[config.mk]
export PLATFORM = sky130hd
export DESIGN_NAME = ram_bb_loader
export DESIGN_NICKNAME = d
export VERILOG_FILES = /design/src/rtl/ram_bb_loader.sv
export SDC_FILE = /design/constraint.sdc
export NUM_CORES = 1
export LEC_CHECK = 0
export ABC_AREA = 1
export BUFFER_PORTS_ARGS = -buffer_cell sky130_fd_sc_hd__buf_2
export CAP_MARGIN = 10
export CORE_ASPECT_RATIO = 0.6
export CORE_MARGIN = 3
export CORE_UTILIZATION = 40
export CTS_CLUSTER_SIZE = 28
export DETAILED_ROUTE_END_ITERATION = 7
export GPL_ROUTABILITY_DRIVEN = 1
export PLACE_DENSITY = 0.71
export RECOVER_POWER = 50
export SLEW_MARGIN = 40
export SYNTH_ARGS = -nofsm -noshare
export SYNTH_HDL_FRONTEND = slang
export SYNTH_SLANG_ARGS = --single-unit
[constraint.sdc]
create_clock -name clk -period 3.6 [get_ports clk]
set_input_delay 0.36 -clock clk [delete_from_list [all_inputs] [get_ports clk]]
set_output_delay 0.36 -clock clk [all_outputs]
set_load 0.02 [all_outputs]
[src/rtl/ram_bb_loader.sv]
// ram_bb_loader: parses framed USB words into one-hot RAM-bank write strobes and
// keeps the per-channel code-phase delay registers.
`default_nettype none

module ram_bb_loader #(
    parameter logic [15:0] SYNC      = 16'hA55A,
    parameter int          CA_WORDS  = 32,
    parameter int          MSG_WORDS = 47,
    parameter int          TIMEOUT   = 1024
) (
    input  logic        clk,
    input  logic        rst_n,
    input  logic [31:0] s_data,
    input  logic        s_valid,
    output logic        s_ready,
    output logic [31:0] data,
    output logic [15:0] wren,
    output logic [5:0]  wr_addr,
    output logic [9:0]  delay_ca0,
    output logic [9:0]  delay_ca1,
    output logic [9:0]  delay_ca2,
    output logic [9:0]  delay_ca3,
    output logic [9:0]  delay_ca4,
    output logic [9:0]  delay_ca5,
    output logic [9:0]  delay_ca6,
    output logic [9:0]  delay_ca7,
    output logic        load_done,
    output logic        busy,
    output logic [7:0]  err_cnt
);

    localparam int         TW      = $clog2(TIMEOUT + 1);
    localparam logic [1:0] T_CA    = 2'd0;
    localparam logic [1:0] T_MSG   = 2'd1;
    localparam logic [1:0] T_DELAY = 2'd2;

    typedef enum logic [0:0] {
        IDLE    = 1'b0,
        PAYLOAD = 1'b1
    } state_t;

    state_t          state, state_n;
    logic [1:0]      pkt_type, pkt_type_n;
    logic [2:0]      chan, chan_n;
    logic [5:0]      idx, idx_n;
    logic [TW-1:0]   timer, timer_n;
    logic            ready_q;
    logic [31:0]     data_n;
    logic [15:0]     wren_n;
    logic [5:0]      wr_addr_n;
    logic            load_done_n;
    logic            busy_n;
    logic            err_evt;
    logic            delay_we;
    logic [9:0]      delay_q [8];

    logic            xfer;
    logic            hdr_ok;
    logic            delay_ok;
    logic [5:0]      last_idx;

    assign s_ready  = ready_q;
    assign xfer     = s_valid & ready_q;
    assign hdr_ok   = (s_data[31:16] == SYNC) && (s_data[15:12] <= 4'd2) && (s_data[11:3] == 9'd0);
    assign delay_ok = (s_data[31:10] == 22'd0) && (s_data[9:0] <= 10'd1022);
    assign last_idx = (pkt_type == T_CA) ? 6'(CA_WORDS - 1) : 6'(MSG_WORDS - 1);

    always_comb begin
        state_n     = state;
        pkt_type_n  = pkt_type;
        chan_n      = chan;
        idx_n       = idx;
        timer_n     = timer;
        data_n      = data;
        wren_n      = 16'd0;
        wr_addr_n   = wr_addr;
        load_done_n = 1'b0;
        err_evt     = 1'b0;
        delay_we    = 1'b0;

        case (state)
            IDLE: begin
                if (xfer) begin
                    if (hdr_ok) begin
                        pkt_type_n = s_data[13:12];
                        chan_n     = s_data[2:0];
                        idx_n      = 6'd0;
                        timer_n    = '0;
                        state_n    = PAYLOAD;
                    end else begin
                        err_evt = 1'b1;
                    end
                end
            end
            PAYLOAD: begin
                if (xfer) begin
                    timer_n = '0;
                    if (pkt_type == T_DELAY) begin
                        if (delay_ok) begin
                            delay_we    = 1'b1;
                            load_done_n = 1'b1;
                        end else begin
                            err_evt = 1'b1;
                        end
                        state_n = IDLE;
                    end else begin
                        // Message strobes live in the upper byte of wren.
                        wren_n    = 16'd1 << {pkt_type == T_MSG, chan};
                        data_n    = s_data;
                        wr_addr_n = idx;
                        idx_n     = idx + 6'd1;
                        if (idx == last_idx) begin
                            load_done_n = 1'b1;
                            state_n     = IDLE;
                        end
                    end
                end else if (timer == TW'(TIMEOUT - 1)) begin
                    err_evt = 1'b1;
                    timer_n = '0;
                    state_n = IDLE;
                end else begin
                    timer_n = timer + 1'b1;
                end
            end
            default: state_n = IDLE;
        endcase

        // Stays high through the cycle after the final payload transfer.
        busy_n = (state_n == PAYLOAD) || ((state == PAYLOAD) && xfer);
    end

    always_ff @(posedge clk or negedge rst_n) begin
        if (!rst_n) begin
            state     <= IDLE;
            pkt_type  <= T_CA;
            chan      <= 3'd0;
            idx       <= 6'd0;
            timer     <= '0;
            ready_q   <= 1'b0;
            data      <= 32'd0;
            wren      <= 16'd0;
            wr_addr   <= 6'd0;
            load_done <= 1'b0;
            busy      <= 1'b0;
            err_cnt   <= 8'd0;
            for (int i = 0; i < 8; i++) begin
                delay_q[i] <= 10'd0;
            end
        end else begin
            state     <= state_n;
            pkt_type  <= pkt_type_n;
            chan      <= chan_n;
            idx       <= idx_n;
            timer     <= timer_n;
            ready_q   <= 1'b1;
            data      <= data_n;
            wren      <= wren_n;
            wr_addr   <= wr_addr_n;
            load_done <= load_done_n;
            busy      <= busy_n;
            if (err_evt && (err_cnt != 8'hFF)) begin
                err_cnt <= err_cnt + 8'd1;
            end
            if (delay_we) begin
                delay_q[chan] <= s_data[9:0];
            end
        end
    end

    assign delay_ca0 = delay_q[0];
    assign delay_ca1 = delay_q[1];
    assign delay_ca2 = delay_q[2];
    assign delay_ca3 = delay_q[3];
    assign delay_ca4 = delay_q[4];
    assign delay_ca5 = delay_q[5];
    assign delay_ca6 = delay_q[6];
    assign delay_ca7 = delay_q[7];

endmodule

`default_nettype wire

[Word-level counts from Yosys, hierarchy flattened]
Index checks and enable logic that the tools add are counted.
W data, S select, Z words.
Word-level totals
  bits in registers: 168
  bits in latches: 0
  RAM bits: 0
  bits in read-only memories: 0
  input bits: 35
  output and inout bits: 145
  memories kept: 0
Cells by class
  add/subtract/negate cells: 3
  $mul: 0
  divide/modulo/power cells: 0
  magnitude comparators: 4
  eq/ne operators: 10
  shift-type cells: 1
  mux-type cells: 39
  bitwise operators: 4
  reductions and logical operators: 14
Operators with widths (number)
  $bwmux W80: 1
  $mux W16: 3
  $mux W11: 4
  $demux W10 S3: 1
  $mux W6: 5
  $logic_not A22 Y1: 1
  $pmux W11 S2: 1
  $mux W1: 20
  $eq A16 B16 Y1 const B: 1
  $shl A1 B4 Y16 const A: 1
  $pmux W6 S2: 1
  $add A11 B1 Y11 const B: 1
  $eq A11 B10 Y1 const B: 1
  $le A10 B10 Y1 const B: 1
  $mux W10: 1
  $logic_not A9 Y1: 1
  $add A8 B1 Y8 const B: 1
  $ne A8 B8 Y1 const B: 1
  $add A6 B1 Y6 const B: 1
  $eq A6 B6 Y1: 1
  $logic_and A1 B1 Y1: 6
  $ne A2 B2 Y1 const B: 3
  $reduce_and A3 Y1: 2
  $ge A4 B4 Y1 const B: 1
  13 further kinds: 15

[Depth between registers and ports, before layout]
  depth after elaboration: 8
  depth in mapped cells: 12
  depth with buffers taken out: 11

[Least setup slack after synthesis]
OpenSTA, ideal clock, no wires.
  path kind: reg-to-reg
  from: reg ready_q, in the netlist s_ready
  to: reg delay_q, in the netlist delay_ca0[4]
  setup time: 0.130 ns
  data arrival time: 1.718 ns
  slack: 1.752 ns
  stages on the path, launching flop included: 10
  path buffers: 1
  period minus slack after synthesis: 1.848 ns
  path through: dfrtp_1 nand2_1 nor2_1 inv_1 nor3_1 nor3b_4 nand2_1 buf_2 nand2_1 o21ai_0
Between the ends
  longest elaborated chain between the ends: 3
Ends and longest elaborated chain
  from (decl): line 47  | logic ready_q;
  from (signal assigned): line 139  | ready_q <= 1'b0;
  from (signal assigned): line 155  | ready_q <= 1'b1;
  $and A1 B1 Y1: line 63  | assign xfer = s_valid & ready_q;
  $mux W1: line 96  | if (xfer) begin
  $mux W1: line 81  | case (state)
  to (signal, indexed assignment): line 165  | delay_q[chan] <= s_data[9:0];
  to (decl): line 55  | logic [9:0] delay_q [8];
No other way between the ends.
A chain may end at the register's enable or synchronous reset.

==> flow_metrics.tcl <==
set metrics [dict create \
    grt_max_degree 82 \
    clk_pin_slew_ns 0.07 \
    drt_iter0_drc 499 \
    crit_family "buffers and inverters" \
    arrival_ns 3.04 \
    synthMuxAreaShare 0 \
    finalCriticalPeriod_ns 2.67 \
    post-cts-setup-buffers 0 \
    hpwl_um 12800 \
    yosysTopAreaCellShare 0.621 \
    synth_top_cells_by_area "dfrtp_1 (62%), nand2_1 (14%), o21ai_0 (8.4%)" \
    yosys_most_used_dff "dfrtp_1" \
    finalWorstSetupSlack_ns 0.935 \
    rsz0062_at_grt "no" \
    nFillCells 1608 \
    synth_edf_count 0 \
    clock_latency_ns 0.42 \
    yosys.area.top_type "dfrtp_1" \
    yosysMostFrequentCell "nand2_1" \
    fmax_mhz 375 \
    drv_cap 0 \
    powerDensity_mw_per_mm2 472 \
    worstSetupPathType "input pin to asynchronous set/reset pin" \
    grt_pass1_wl_um 29200 \
    nets 971 \
    max_stage_delay_ns 0.94 \
    dieArea_mm2 0.0186 \
    worst_pin_slew_ns 1.28 \
    routed_wl_um 18000 \
    start_util 0.413 \
    vias_per_cell 4.81 \
    ys_seq_area_frac 0.621 \
    timing.setup.tns_ns 0 \
    finalPower_mw 3.98 \
    crit_path_end_kind "asynchronous set/reset pin" \
    grt_remaining_overflow 0 \
    ant_nets 0 \
    ios 180 \
    wire_per_inst_um 15.4 \
    drt_pass1_iterations 5 \
    synthArstFlopShare 1.00 \
    crit_path_start_kind "input pin" \
    htree_levels 4 \
    vdd_drop_max_mv 0.274 \
    synth-xor-area-share 0.0142 \
    worstPathRequired_ns 3.98 \
    yosys_warnings 0 \
    yosys.area_share.simple 0.217 \
    postLayoutCoreUtil 0.514 \
    cts.repair.resized 0 \
    core.rowCount 36 \
    place_area_mm2 0.00789 \
    setup_viol 0 \
    core_mm2 0.0164 \
    syn_nets 794 \
    syn_area_mm2 0.00677 \
    clock_skew_ns 0.0118 \
    min_path_type "input pin to register" \
    synth_cell_types 25 \
    finalWeightedCongestion 0.930 \
    syn_area_per_cell_um2 8.96 \
    io_buffers 179 \
    vias 5642 \
    clockBufferDepth 2 \
    synthTopCellsByCount "nand2_1 (249), dfrtp_1 (168), o21ai_0 (114)" \
    drive_gt1_frac 0.154 \
    die_h_um 107 \
    synth_compound_area_frac 0.0922 \
    maxSlewHeadroom 0.150 \
    synth_adder_area_share 0.00554 \
    fp.dieW_um 174 \
    insertedDiodeCount 0 \
    root_buffer "clkbuf_16" \
    p_leak_nw 4.33 \
    ys_ff_latch 168 \
    cts.sinks 168 \
    synth_top_family_by_area "simple AND/OR/NAND/NOR gates" \
    hold_violations 0 \
    cp_slowest_cell "clkbuf_1" \
    cts_buffers 17 \
    post-place-cells 1140 \
    place_ws_ns 1.09 \
    tritoncts "done" \
    cp_cell_sequence "dlygate4sd3_1 -> clkbuf_1 -> buf_16 -> clkbuf_1" \
    fin_cells 1174 \
    drc 0 \
    outcome "finished clean" \
    fin_hold_ws_ns 0.155 \
    antenna_found_initial 0 \
    syn2layout_area_growth_pct 24.4 \
    hold_buffers 1 \
    grt.total_usage 0.199 \
    netlist_instances 756 \
    fin_area_mm2 0.00843 \
    period_share 0.740 \
    path_max_fanout 62 \
    cpMostUsedCell "clkbuf_1" \
    grt_pass1_vias 5328 \
    crit_buf_inv 4 \
    slew_violations 0 \
]
-- placed cells by master (no fill, tap or decap), drive strengths merged --
master	count
nand2	249
dfrtp	168
o21ai	115
buf	110
clkbuf	91
inv	65
nor2	58
nand3	34
nor3	14
xor2	8
nand4	7
clkinv	5
a21oi	4
xnor2	3
ha	3
o21bai	2
clkinvlp	2
o31ai	1
nor3b	1
o22ai	1
nand3b	1
or2	1
bufinv	1
dlygate4sd3	1
conb	1
-- final cells by class --
| cell class | instances | area (µm²) | share of cell area |
|---|---|---|---|
| tap | 228 | 285 | 0.0338 |
| multi-input combinational | 503 | 2230 | 0.265 |
| clock buffer | 17 | 425 | 0.0505 |
| timing repair buffer | 185 | 881 | 0.105 |
| sequential | 168 | 4200 | 0.499 |
| clock inverter | 15 | 181 | 0.0215 |
| inverter | 58 | 220 | 0.0261 |
-- cells by family after synthesis --
| family | Yosys count |
|---|---|
| other | 1 |
| flip-flops | 168 |
| buffers and inverters | 85 |
| AO/OA/AOI/OAI | 123 |
| AND/OR/NAND/NOR | 365 |
| adder cells (fa/ha/maj) | 3 |
| XOR/XNOR | 11 |
-- metal layers --
layer	vias to the layer above	wire, µm	GRT usage
met3	9	1310	0.0573
met4	0	138	0.0442
met1	2693	9170	0.309
met2	171	7400	0.271
met5	-	0	0
li1	2769	-	-
-- sequential cells by signal (all words and copies together), names as in the netlist --
register and count:
delay_ca3 10, delay_ca7 10, err_cnt 8, delay_ca2 10
chan 3, s_ready 1, pkt_type 2, wr_addr 6
delay_ca1 10, timer 11, delay_ca5 10, state 1
delay_ca6 10, busy 1, data 32, delay_ca4 10
load_done 1, idx 6, wren 16, delay_ca0 10
-- power by group --
| part | leakage, nW | internal [mW] | switching, mW |
|---|---|---|---|
| sequential | 2.33 | 1.91 | 0.0310 |
| clock | 0.290 | 0.996 | 0.842 |
| combinational | 1.71 | 0.0594 | 0.142 |
-- final timing paths --
kind	endpoint	startpoint	cells after the start	slack, ns
max in group clk	delay_ca5[4]$_DFFE_PN0P_	s_ready$_DFF_PN0_	7	1.17
hold reg to reg	data[20]$_DFFE_PN0P_	data[20]$_DFFE_PN0P_	2	0.47
setup reg to reg	delay_ca5[4]$_DFFE_PN0P_	s_ready$_DFF_PN0_	7	1.17
hold / removal	data[10]$_DFFE_PN0P_	s_data[10]	3	0.16
setup / recovery	delay_ca1[0]$_DFFE_PN0P_	rst_n	4	0.93
min in group asynchronous	wren[6]$_DFF_PN0_	rst_n	2	0.76
-- worst min-delay path, cell delays in order --
cell and delay [ns]:
buf_2 0.08, nand2_1 0.05, nand2_1 0.05
No activity file was read; power rests on OpenSTA's default activity.
